<file path="config.mk">
export PLATFORM = sky130hd
export DESIGN_NAME = decode_stage
export DESIGN_NICKNAME = d
export VERILOG_FILES = /design/src/rtl/decode_pkg.sv /design/src/rtl/rv32i_decode_comb.sv /design/src/rtl/decode_stage.sv
export SDC_FILE = /design/constraint.sdc
export NUM_CORES = 1
export LEC_CHECK = 0
export BUFFER_PORTS_ARGS = -buffer_cell sky130_fd_sc_hd__buf_2
export CORE_UTILIZATION = 50
export DETAILED_ROUTE_END_ITERATION = 12
export PLACE_DENSITY = 0.69
export SETUP_SLACK_MARGIN = 0.5
export SLEW_MARGIN = 10
export SYNTH_ARGS = -nofsm -noshare
export SYNTH_HDL_FRONTEND = slang
export SYNTH_SLANG_ARGS = --single-unit
</file>
<file path="constraint.sdc">
create_clock -name clk -period 5.35 [get_ports clk]
set_clock_uncertainty 0.15 [all_clocks]
set_input_delay 0.8025 -clock clk [delete_from_list [all_inputs] [get_ports clk]]
set_output_delay 0.8025 -clock clk [all_outputs]
set_load 0.05 [all_outputs]
</file>
<file path="src/rtl/decode_pkg.sv">
// Shared types and constants for the RV32I decode stage: opcode values,
// the immediate-format enum and the decoded micro-op record that travels
// from decode into the dispatch FIFO.
package decode_pkg;

  // Instruction / PC / immediate width carried in the decoded record.
  localparam int XLEN_W = 32;

  // Base-ISA major opcodes (inst[6:0]); all end in 2'b11 (32-bit encodings).
  localparam logic [6:0] OPC_LUI    = 7'b0110111;
  localparam logic [6:0] OPC_AUIPC  = 7'b0010111;
  localparam logic [6:0] OPC_JAL    = 7'b1101111;
  localparam logic [6:0] OPC_JALR   = 7'b1100111;
  localparam logic [6:0] OPC_BRANCH = 7'b1100011;
  localparam logic [6:0] OPC_LOAD   = 7'b0000011;
  localparam logic [6:0] OPC_STORE  = 7'b0100011;
  localparam logic [6:0] OPC_OPIMM  = 7'b0010011;
  localparam logic [6:0] OPC_OP     = 7'b0110011;
  localparam logic [6:0] OPC_FENCE  = 7'b0001111;
  localparam logic [6:0] OPC_SYSTEM = 7'b1110011;

  // funct7 values that are legal on register-register ALU ops.
  localparam logic [6:0] F7_BASE = 7'h00;
  localparam logic [6:0] F7_ALT  = 7'h20;

  // Which immediate layout an instruction uses.
  typedef enum logic [2:0] {
    IMM_NONE = 3'd0,
    IMM_I    = 3'd1,
    IMM_S    = 3'd2,
    IMM_B    = 3'd3,
    IMM_U    = 3'd4,
    IMM_J    = 3'd5
  } imm_type_e;

  // Fully decoded instruction as held in the FIFO and handed to dispatch.
  typedef struct packed {
    logic [XLEN_W-1:0] pc;
    logic [6:0]        opcode;
    logic [4:0]        rs1;
    logic [4:0]        rs2;
    logic [4:0]        rd;
    logic [2:0]        funct3;
    logic [6:0]        funct7;
    logic [XLEN_W-1:0] imm;
    imm_type_e         imm_type;
    logic              uses_rs1;
    logic              uses_rs2;
    logic              writes_rd;
    logic              illegal;
  } decoded_uop_t;

  // Sign-extend a 12-bit immediate field to the full data width.
  function automatic logic [XLEN_W-1:0] sext12(input logic [11:0] v);
    return {{(XLEN_W-12){v[11]}}, v};
  endfunction

endpackage

</file>
<file path="src/rtl/rv32i_decode_comb.sv">
// Purely combinational RV32I instruction decoder. Maps one instruction
// word plus its PC to a decoded_uop_t: raw fields, the sign-extended
// immediate for its format, register-use flags and an illegal flag.
module rv32i_decode_comb
  import decode_pkg::*;
(
  input  logic [XLEN_W-1:0] i_instr,
  input  logic [XLEN_W-1:0] i_pc,
  output decoded_uop_t      o_uop
);

  logic [6:0]        w_opcode;
  logic [4:0]        w_rd;
  logic [4:0]        w_rs1;
  logic [4:0]        w_rs2;
  logic [2:0]        w_funct3;
  logic [6:0]        w_funct7;

  logic [XLEN_W-1:0] w_immI;
  logic [XLEN_W-1:0] w_immS;
  logic [XLEN_W-1:0] w_immB;
  logic [XLEN_W-1:0] w_immU;
  logic [XLEN_W-1:0] w_immJ;
  logic [XLEN_W-1:0] w_imm;

  imm_type_e         w_immType;
  logic              w_useRs1;
  logic              w_useRs2;
  logic              w_wrRd;
  logic              w_badOpc;
  logic              w_badFunct;
  logic              w_badLow;
  logic              w_illegal;

  assign w_opcode = i_instr[6:0];
  assign w_rd     = i_instr[11:7];
  assign w_funct3 = i_instr[14:12];
  assign w_rs1    = i_instr[19:15];
  assign w_rs2    = i_instr[24:20];
  assign w_funct7 = i_instr[31:25];

  // Every format's immediate is built in parallel; the format mux picks one.
  assign w_immI = sext12(i_instr[31:20]);
  assign w_immS = sext12({i_instr[31:25], i_instr[11:7]});
  assign w_immB = {{(XLEN_W-13){i_instr[31]}}, i_instr[31], i_instr[7],
                   i_instr[30:25], i_instr[11:8], 1'b0};
  assign w_immU = {i_instr[31:12], 12'b0};
  assign w_immJ = {{(XLEN_W-21){i_instr[31]}}, i_instr[31], i_instr[19:12],
                   i_instr[20], i_instr[30:21], 1'b0};

  // Compressed / reserved low bits are never a valid 32-bit encoding.
  assign w_badLow = (i_instr[1:0] != 2'b11);

  // Per-opcode classification: immediate format, operand usage, funct legality.
  always_comb begin
    w_immType  = IMM_NONE;
    w_useRs1   = 1'b0;
    w_useRs2   = 1'b0;
    w_wrRd     = 1'b0;
    w_badOpc   = 1'b0;
    w_badFunct = 1'b0;
    case (w_opcode)
      OPC_OP: begin
        w_useRs1 = 1'b1;
        w_useRs2 = 1'b1;
        w_wrRd   = 1'b1;
        if ((w_funct7 != F7_BASE) && (w_funct7 != F7_ALT)) begin
          w_badFunct = 1'b1;
        end
        if ((w_funct7 == F7_ALT) && (w_funct3 != 3'b000) && (w_funct3 != 3'b101)) begin
          w_badFunct = 1'b1;
        end
      end
      OPC_OPIMM: begin
        w_immType = IMM_I;
        w_useRs1  = 1'b1;
        w_wrRd    = 1'b1;
        if ((w_funct3 == 3'b001) && (w_funct7 != F7_BASE)) begin
          w_badFunct = 1'b1;
        end
        if ((w_funct3 == 3'b101) && (w_funct7 != F7_BASE) && (w_funct7 != F7_ALT)) begin
          w_badFunct = 1'b1;
        end
      end
      OPC_LOAD: begin
        w_immType = IMM_I;
        w_useRs1  = 1'b1;
        w_wrRd    = 1'b1;
      end
      OPC_JALR: begin
        w_immType = IMM_I;
        w_useRs1  = 1'b1;
        w_wrRd    = 1'b1;
      end
      OPC_STORE: begin
        w_immType = IMM_S;
        w_useRs1  = 1'b1;
        w_useRs2  = 1'b1;
      end
      OPC_BRANCH: begin
        w_immType = IMM_B;
        w_useRs1  = 1'b1;
        w_useRs2  = 1'b1;
      end
      OPC_LUI, OPC_AUIPC: begin
        w_immType = IMM_U;
        w_wrRd    = 1'b1;
      end
      OPC_JAL: begin
        w_immType = IMM_J;
        w_wrRd    = 1'b1;
      end
      OPC_FENCE, OPC_SYSTEM: begin
        w_immType = IMM_NONE;
      end
      default: begin
        w_badOpc = 1'b1;
      end
    endcase
  end

  assign w_illegal = w_badLow | w_badOpc | w_badFunct;

  // Immediate format mux; formats without an immediate carry zero.
  always_comb begin
    w_imm = '0;
    case (w_immType)
      IMM_I:   w_imm = w_immI;
      IMM_S:   w_imm = w_immS;
      IMM_B:   w_imm = w_immB;
      IMM_U:   w_imm = w_immU;
      IMM_J:   w_imm = w_immJ;
      default: w_imm = '0;
    endcase
  end

  // Assemble the record; illegal entries keep their fields but claim no registers.
  always_comb begin
    o_uop           = '0;
    o_uop.pc        = i_pc;
    o_uop.opcode    = w_opcode;
    o_uop.rs1       = w_rs1;
    o_uop.rs2       = w_rs2;
    o_uop.rd        = w_rd;
    o_uop.funct3    = w_funct3;
    o_uop.funct7    = w_funct7;
    o_uop.imm       = w_imm;
    o_uop.imm_type  = w_immType;
    o_uop.uses_rs1  = w_useRs1 & ~w_illegal;
    o_uop.uses_rs2  = w_useRs2 & ~w_illegal;
    o_uop.writes_rd = w_wrRd & (w_rd != 5'd0) & ~w_illegal;
    o_uop.illegal   = w_illegal;
  end

endmodule

</file>
<file path="src/rtl/decode_stage.sv">
// RV32I decode stage: decodes each accepted fetch word and buffers the
// result in a DEPTH-entry FIFO with valid/ready on both sides. Flush drops
// everything buffered plus the same-cycle input; the accepted-instruction
// counter survives flushes and only clears on reset.
module decode_stage
  import decode_pkg::*;
#(
  parameter int XLEN  = 32,
  parameter int DEPTH = 4,
  parameter int CNT_W = 16
) (
  input  logic                   clk,
  input  logic                   rst,
  input  logic                   flush,
  input  logic                   in_valid,
  output logic                   in_ready,
  input  logic [XLEN-1:0]        in_instr,
  input  logic [XLEN-1:0]        in_pc,
  output logic                   out_valid,
  input  logic                   out_ready,
  output decoded_uop_t           out_uop,
  output logic [$clog2(DEPTH):0] occupancy,
  output logic [CNT_W-1:0]       decoded_cnt
);

  localparam int PTR_W = $clog2(DEPTH);
  localparam int OCC_W = PTR_W + 1;

  decoded_uop_t     r_mem [DEPTH];
  logic [PTR_W-1:0] r_head;
  logic [PTR_W-1:0] r_tail;
  logic [OCC_W-1:0] r_count;
  logic [CNT_W-1:0] r_decCnt;

  decoded_uop_t     w_dec;
  logic             w_push;
  logic             w_pop;

  rv32i_decode_comb u_decode (
    .i_instr (in_instr),
    .i_pc    (in_pc),
    .o_uop   (w_dec)
  );

  // No full-bypass: readiness depends on occupancy alone, never on a pop.
  assign in_ready    = ~rst & (r_count < OCC_W'(DEPTH));
  assign out_valid   = (r_count != '0);
  assign out_uop     = r_mem[r_head];
  assign occupancy   = r_count;
  assign decoded_cnt = r_decCnt;

  assign w_push = in_valid & in_ready & ~flush;
  assign w_pop  = out_valid & out_ready & ~flush;

  // Entry storage: cleared on reset, tail entry written with the fresh decode on push.
  always_ff @(posedge clk) begin
    if (rst) begin
      for (int i = 0; i < DEPTH; i++) begin
        r_mem[i] <= '0;
      end
    end else if (w_push) begin
      r_mem[r_tail] <= w_dec;
    end
  end

  // Head/tail pointers and occupancy; pointers wrap naturally at DEPTH (power of two).
  always_ff @(posedge clk) begin
    if (rst || flush) begin
      r_head  <= '0;
      r_tail  <= '0;
      r_count <= '0;
    end else begin
      if (w_push) begin
        r_tail <= r_tail + 1'b1;
      end
      if (w_pop) begin
        r_head <= r_head + 1'b1;
      end
      if (w_push && !w_pop) begin
        r_count <= r_count + 1'b1;
      end else if (w_pop && !w_push) begin
        r_count <= r_count - 1'b1;
      end
    end
  end

  // Accepted-instruction counter: counts every push, wraps, ignores flush.
  always_ff @(posedge clk) begin
    if (rst) begin
      r_decCnt <= '0;
    end else if (w_push) begin
      r_decCnt <= r_decCnt + 1'b1;
    end
  end

endmodule

</file>
# ---- After elaboration in Yosys (flattened, before gate mapping)
# Memories as Yosys holds them, arrays and structs flattened. A register that Yosys moved wholly into a read port is not among the register bits.
# Index checks and enable logic that the tools add are counted.
dict set report totals {
  regBits 23
  ram_bits 412
  in_bits 69
  output_inout_bits 124
  wordCells 93
  n_memories 1
}
# name words width read_ports rd_ports_with_merged_regs write_ports line
set memory_table {}
lappend memory_table {r_mem 4 103 1 1 4 decode_stage.sv:29} ;# decoded_uop_t r_mem [DEPTH];
dict set report classes {
  add_sub_neg 5
  n_lt_le_gt_ge 1
  eq_ne 22
  n_mux 23
  n_bitwise 14
  reduce_logical 23
}
# operator n
set ops {}
lappend ops {{$pmux 32 s5} 1}
lappend ops {{$mux 103} 1}
lappend ops {{$reduce_or 103->1} 1}
lappend ops {{$eq 7x6->1 const B} 4}
lappend ops {{$eq 7x7->1 const B} 4}
lappend ops {{$add 16x1->16 const B} 1}
lappend ops {{$pmux 3 s5} 1}
lappend ops {{$eq 7x5->1 const B} 2}
lappend ops {{$mux 1} 14}
lappend ops {{$reduce_or 11->1} 1}
lappend ops {{$and 1x1->1} 9}
lappend ops {{$eq 3x3->1 const B} 3}
lappend ops {{$logic_and 1x1->1} 8}
lappend ops {{$eq 7x2->1 const B} 1}
lappend ops {{$eq 7x4->1 const B} 1}
lappend ops {{$ne 7x6->1 const B} 1}
lappend ops {{$reduce_bool 7->1} 1}
lappend ops {{$reduce_or 7->1} 1}
lappend ops {{$eq 3x1->1 const B} 2}
lappend ops {{$eq 3x2->1 const B} 2}
lappend ops {{$mux 2} 3}
lappend ops {{$mux 3} 2}
lappend ops {{$reduce_bool 3->1} 2}
lappend ops {{$reduce_or 3->1} 2}
lappend ops {{other kinds (15)} 20}

# ---- Depth between registers and ports, before layout
# Gate-level depths: netlist of run 1.
dict set report logic_depth {
  ltp_word 9
  ltp_mapped 12
}

# ---- By module
# From an unflattened synthesis of run 1, not the netlist that was laid out.
dict set report unflattened {
  cells_unflattened 1315
  hier_area_um2 20118.0
}
# module n_inst cells_each area_each_um2 seq_area_each_um2
set modules_own_cells {}
lappend modules_own_cells {decode_stage 1 1142 18955.7 12872.3}
lappend modules_own_cells {rv32i_decode_comb 1 173 1162.4 0.0}

# ---- Worst setup path after synthesis of run 1
# No wires, ideal clock.
dict set report synth_path {
  kind {input-to-reg}
  from {input port rst}
  to {memory r_mem[0][0] in the netlist's numbering (enable)}
  setup_time_ns 0.479
  t_arrival_ns 3.720
  slack_ns 1.001
  stages 4
  path_buffers 1
  cell_sequence {buf_6 nor2_1 nand4b_1 nand2b_1}
}
# element line
set synth_rtl {}
lappend synth_rtl {{start: declaration} decode_stage.sv:13} ;# input logic rst,
lappend synth_rtl {{end: declaration} decode_stage.sv:29}

==> results of run 1 <==
## worst reg2reg max path, cell delays in order (launching register included)
cell	delay, ns
dfxtp_1	0.38
or4b_4	0.73
inv_2	0.15
buf_4	0.62
nand3_2	0.24
nor4_1	0.35
mux2_2	0.38
## through the flow
step           instances  hold slack [ns]  utilization  power, mW
5_1_grt             1969            0.405        0.589       7.89
4_1_cts             1967            0.348        0.589       7.73
2_1_floorplan       1239            0.335            -       4.38
3_3_place_gp        1882            0.352        0.549       4.57
3_5_place_dp        1882            0.339        0.549       4.58
6_report            1969            0.346        0.589       7.68
## final timing paths
kind                                        end  slack [ns]  depth (start not counted)
worst max-delay path                out_uop[20]        1.52                          3
worst max register to register  decoded_cnt[14]        2.26                          6
worst min register to register  decoded_cnt[10]        0.35                          2
worst min-delay path            decoded_cnt[10]        0.35                          2
## power by group
| group | total [mW] | switching (mW) | internal (mW) |
|---|---|---|---|
| clock | 3.18 | 1.29 | 1.89 |
| sequential | 3.92 | 0.0410 | 3.88 |
| combinational | 0.579 | 0.422 | 0.158 |
## layer usage
layer  share of wire  wire [um]  track usage  vias up
li1                -          -            -     5034
met1            0.41      18200        0.314     5730
met2            0.49      21800        0.386      471
met3           0.079       3520       0.0406       70
met4           0.026       1170       0.0758        4
met5         0.00051         23            0        -
## synthesized netlist by cell type (3+ instances only)
| cell type | instances | area [um^2] |
|---|---|---|
| inv_1 | 6 | 22.5 |
| clkbuf_1 | 68 | 255 |
| or4_1 | 3 | 22.5 |
| a21oi_1 | 64 | 320 |
| buf_2 | 11 | 55.1 |
| nand4b_1 | 5 | 43.8 |
| nand2b_1 | 6 | 37.5 |
| o31ai_1 | 5 | 37.5 |
| buf_1 | 4 | 15.0 |
| nor2b_1 | 10 | 62.6 |
| edfxtp_1 | 412 | 12400 |
| mux2_2 | 5 | 56.3 |
| a31oi_1 | 4 | 25.0 |
| or2_2 | 3 | 18.8 |
| xor2_1 | 11 | 96.3 |
| nand3_1 | 7 | 35.0 |
| mux4_2 | 103 | 2320 |
| and3_1 | 22 | 138 |
| nor3_1 | 4 | 20.0 |
| and2_1 | 248 | 1550 |
| nor4_1 | 12 | 75.1 |
| or3_1 | 6 | 37.5 |
| o21ai_0 | 9 | 45.0 |
| dfxtp_1 | 25 | 500 |
| nand2_1 | 23 | 86.3 |
| nor2_1 | 114 | 428 |
| nand4_1 | 5 | 31.3 |
| a22oi_1 | 5 | 37.5 |
## registers in the layout (all words and copies together), names as in the netlist, named ones only
signal       flops
r_mem          412
decoded_cnt     16
r_tail           2
r_head           2
occupancy        3
## logic make-up (layout without fill, tap and decap cells)
family / count (synthesis) / count (layout) / share of synthesized area
DFF: 437 / 437 / 0.673
xor gates and xnor gates: 13 / 13 / 0.00596
buffers and inverters: 95 / 312 / 0.0203
and+or+nand+nor: 481 / 481 / 0.143
muxes: 109 / 109 / 0.125
other: 0 / 2 / 0
AOI/OAI and AO/OA: 101 / 101 / 0.0304
adders and majority gates: 3 / 3 / 0.00236
## layout make-up
cell class	count	area, um^2
fill	2969	15500
sequential	437	12900
multi-input combinational	707	5910
clock buffer	66	1270
timing repair buffer	219	1230
tap	511	639
clock inverter	19	221
inverter	8	30.0
antenna	2	5.00
==> flow_summary_export.csv, run 1 <==
group,metric,value,unit
setup_path,start_kind,"flop",
status,status,"completed",
setup_path,cp-end-kind,"primary output",
floorplan,core,0.0377,mm^2
global_routing,grt_max_degree,73,
clock_tree,cts_hold_buf,0,
timing,setup_tns,0,ns
clock_tree,cts_tree,"done",
finish,stdcell_area,0.0222,mm^2
clock_tree,cts_buffers,46,
synth,yosys_warnings,0,
floorplan,die_w,198,um
clock_tree,cts-resized-gates,0,
placed_design,dpl_worst_slack,1.52,ns
routing,wl_per_cell,22.7,um
placed_design,gp_congestion,0.799,
synth,ys_ff_latch,437,
setup_path,timing.rr.start,"occupancy[2]",
clock_tree,cts_max_level,2,
timing,worst_pin_slew,1.03,ns
timing,fin_crit_sh,0.717,
timing,finalCriticalPeriod,3.83,ns
routing,ant_nets,0,
worst_hold_path,min-delay-start,"decoded_cnt[10]",
routing,route.detailed.drc,0,
routing,dr.pass1.iters,5,
clock_tree,cts.sink_count,437,
setup_path,worstPathArrival,2.88,ns
finish,final_layout_size_suffix_gt1_frac,0.282,
timing,hold_viol,0,
placed_design,portBuffers,192,
global_routing,overflow,0,
timing,setup_viol,0,
timing,max_slew_margin,0.310,
floorplan,die_h,198,um
floorplan,ioPinCount,193,
routing,num_vias,11309,
power,cellPowerDensity,346,mW/mm^2
setup_path,crit_fanout,38,
setup_path,worst_path_max_delay_cell,"dfxtp_4",
setup_path,cp.buffers_inverters,2,
routing,drt-total-wl,44700,um
setup_path,crit_required,4.40,ns
floorplan,initial_utilization,0.507,
clock_tree,clk_latency,0.55,ns
finish,syn_to_final_growth,16.0,%
placed_design,hpwl,26900,um
worst_hold_path,hp-class,"reg -> reg",
setup_path,crit_family,"flip-flops",
global_routing,grt_pass1_vias,11523,
floorplan,fp.dieArea,0.0390,mm^2
synth,async_reset_ff_frac,0,
timing,rsz0062_at_grt,"false",
finish,mostFrequentLayoutCells,"edfxtp_1 (412), and2_1 (248), buf_2 (192)",
setup_path,crit_path_cell_trace,"buf_4 > mux4_2 > buf_2",
timing,max_freq,0.261,GHz
timing,setup_slack,1.52,ns
floorplan,num_rows,71,
synth,synth_nets,1311,
synth,netlist_area,0.0191,mm^2
clock_tree,clk_pin_slew_worst_paths,0.06,ns
routing,first_iter_violations,1031,
finish,final_common_cell,"edfxtp_1",
routing,avgViaCountPerCell,5.74,
finish,fin_nets,1491,
synth,synthFlopType,"edfxtp_1",
timing,drv_slew,0,
synth,ys_seq_area_frac,0.673,
setup_path,path_class,"reg -> out",
power,ir_drop,0.000277,V
synth,synth.distinct_cells,57,
placed_design,place_area,0.0207,mm^2
global_routing,grt_pass1_wl,68200,um
setup_path,slowest_delay,0.86,ns
global_routing,grt.total_usage,0.233,
synth,synth-edff-count,412,
flow_run,cap_violations,0,
clock_tree,post-cts-setup-buffers,0,
synth,synthCells,1239,
synth,syn_avg_cell_area,15.4,um^2
clock_tree,cts_root_buf,"clkbuf_16",
global_routing,antenna_found_initial,4,
power,p_leak,8.04,nW
clock_tree,clock_path_buffers,3,
No activity file was read; power rests on OpenSTA's default activity.
==> run 2, diff against run 1 <==
--- a/config.mk
+++ b/config.mk
@@ -5,6 +5,7 @@
 export SDC_FILE = /design/constraint.sdc
 export NUM_CORES = 1
 export LEC_CHECK = 0
+export ABC_AREA = 1
 export BUFFER_PORTS_ARGS = -buffer_cell sky130_fd_sc_hd__buf_2
 export CORE_UTILIZATION = 50
 export DETAILED_ROUTE_END_ITERATION = 12
==> constraint.sdc (replaced) <==
create_clock -name clk -period 3.9 [get_ports clk]
set_clock_uncertainty 0.15 [all_clocks]
set_input_delay 0.585 -clock clk [delete_from_list [all_inputs] [get_ports clk]]
set_output_delay 0.585 -clock clk [all_outputs]
set_load 0.05 [all_outputs]
==> run 2 against run 1 <==
Effect of this change: register-to-register slack worse by 0.85 ns; routed wire length is 12% higher; worst hold slack worse by 0.14 ns; largest power group unchanged; sequential power is 38% higher; core utilization is 0.77 points higher; via count is 26% higher; critical path depth is 2 higher; clock power is 30% higher; setup slack worse by 0.89 ns.
==> flow_summary_export.csv, run 2 <==
group,metric,value,unit
finish,syn_to_final_growth,16.3,%
finish,top_register,"r_mem",
placed_design,hpwl,29100,um
timing,worst_pin_slew,0.811,ns
global_routing,overflow,0,
floorplan,die_h,197,um
placed_design,portBuffers,192,
clock_tree,cts_hold_buf,0,
finish,largest_reg_flops,412,
synth,synth_area_leaders,"edfxtp_1 (65%), nor2_1 (12%), o21ai_0 (5.8%)",
clock_tree,cts_root_buf,"clkbuf_16",
clock_tree,cts_tree,"done",
synth,async_reset_ff_frac,0,
synth,synth_top_cells_by_count,"nor2_1 (612), edfxtp_1 (412), o21ai_0 (221)",
finish,final_layout_size_suffix_gt1_frac,0.166,
timing,drv_slew,0,
timing,setup_tns,0,ns
flow_run,cap_violations,0,
timing,fin_crit_sh,0.838,
timing,finalCriticalPeriod,3.27,ns
clock_tree,cts_buffers,45,
synth,synth_top_area_frac,0.652,
clock_tree,cts_max_level,2,
timing,max_freq,0.306,GHz
global_routing,grt_max_degree,111,
finish,postLayoutCoreUtil,0.596,
finish,fillerInstances,3078,
clock_tree,clk_latency,0.55,ns
global_routing,grt.total_usage,0.258,
synth,syn_avg_cell_area,10.3,um^2
setup_path,worstPathArrival,2.53,ns
synth,yosys_warnings,0,
worst_hold_path,worstHoldPathCells,2,
status,status,"completed",
finish,fin_nets,2066,
floorplan,num_rows,70,
finish,final_common_cell,"nor2_1",
routing,first_iter_violations,1221,
synth,synth_most_common_cell,"nor2_1",
floorplan,die_w,197,um
clock_tree,clock_path_buffers,3,
power,cellPowerDensity,466,mW/mm^2
finish,mostFrequentLayoutCells,"nor2_1 (609), edfxtp_1 (412), o21ai_0 (220)",
routing,drt-total-wl,50200,um
clock_tree,clk_pin_slew_worst_paths,0.06,ns
timing,setup_viol,0,
timing,rsz0062_at_grt,"false",
routing,dr.pass1.iters,6,
global_routing,grt_pass1_vias,13433,
routing,avgViaCountPerCell,5.61,
global_routing,antenna_found_initial,5,
routing,ant_nets,0,
setup_path,r2r_cells,7,
routing,num_vias,14212,
setup_path,start_kind,"flop",
worst_hold_path,hp-class,"in -> reg",
global_routing,grt_pass1_wl,75800,um
power,ir_drop,0.000297,V
floorplan,core,0.0370,mm^2
synth,ys_ff_latch,437,
power,p_leak,9.00,nW
floorplan,ioPinCount,193,
setup_path,cp-end-kind,"primary output",
timing,max_slew_margin,0.460,
timing,hold_viol,0,
setup_path,crit_required,3.16,ns
synth,synth-edff-count,412,
synth,synthFlopType,"edfxtp_1",
synth,synth_nets,1911,
synth,synthCells,1839,
setup_path,crit_fanout,20,
synth,netlist_area,0.0190,mm^2
synth,synth.distinct_cells,28,
floorplan,fp.dieArea,0.0387,mm^2
synth,synth_top_cell_by_area,"edfxtp_1",
setup_path,path_class,"reg -> out",
floorplan,initial_utilization,0.513,
clock_tree,cts.sink_count,437,
placed_design,gp_congestion,0.872,
timing,hold_slack,0.211,ns
finish,diodes,0,
synth,ys_seq_area_frac,0.679,
routing,route.detailed.drc,0,
routing,wl_per_cell,19.8,um
run 2: path summary, 6_finish.rpt:
kind                    from              end  slack (ns)
max                     flop      out_uop[54]        0.63
min                      rst  decoded_cnt[13]        0.21
max reg2reg     occupancy[2]     r_mem[0][21]        1.41
min reg2reg  decoded_cnt[15]  decoded_cnt[15]        0.35
run 2: where the power goes:
part           switching [mW]  total [mW]  internal, mW
combinational           0.588       0.742         0.154
clock                    1.74        4.14          2.41
sequential             0.0539        5.39          5.33
total                    2.38        10.3          7.89
run 2: repair_timing:
item,CTS,global route
endpoints found under the setup margin,0,14
setup buffers,0,1
resized for setup,0,2
run 2: worst max-delay path, cell delays in order (launching register included):
cell and delay [ns]:
dfxtp_2 0.44, inv_2 0.40, buf_4 0.35, o21ai_0 0.13, o22ai_1 0.30, buf_2 0.34
run 2: area by class of cell:
class | count | area, um^2 | area share
Timing Repair Buffer | 226 | 1420 | 0.0645
Clock inverter | 22 | 180 | 0.00817
Sequential cell | 437 | 12900 | 0.584
Clock buffer | 61 | 1230 | 0.0557
Multi-Input combinational cell | 1153 | 5200 | 0.236
Inverter | 131 | 500 | 0.0227
Tap cell | 504 | 631 | 0.0286
run 2: kinds of logic (layout without fill, tap and decap cells):
group / after synthesis / count (layout) / synth area share
flops: 437 / 437 / 0.679
fa+ha+maj: 3 / 3 / 0.00238
buf+inv: 249 / 440 / 0.0509
simple gates: 788 / 788 / 0.163
xor+xnor: 1 / 1 / 0.000462
compound gates: 361 / 361 / 0.104
run 2: layer usage:
layer  GRT usage  part of all wire  vias up
met2       0.418              0.47      653
met3      0.0474             0.091      105
met1       0.351              0.41     6860
met5           0            0.0012        -
met4      0.0873             0.028       10
li1            -                 -     6584
run 2: through the flow:
stage	total power [mW]	instances	worst slack, ns	cell area (um^2)
2_1_floorplan	5.95	1839	0.299	19000
3_3_place_gp	6.21	2450	0.701	20600
3_5_place_dp	6.23	2450	0.577	20600
4_1_cts	10.3	2533	0.546	22000
5_1_grt	10.5	2534	0.545	22000
6_report	10.3	2534	0.630	22000
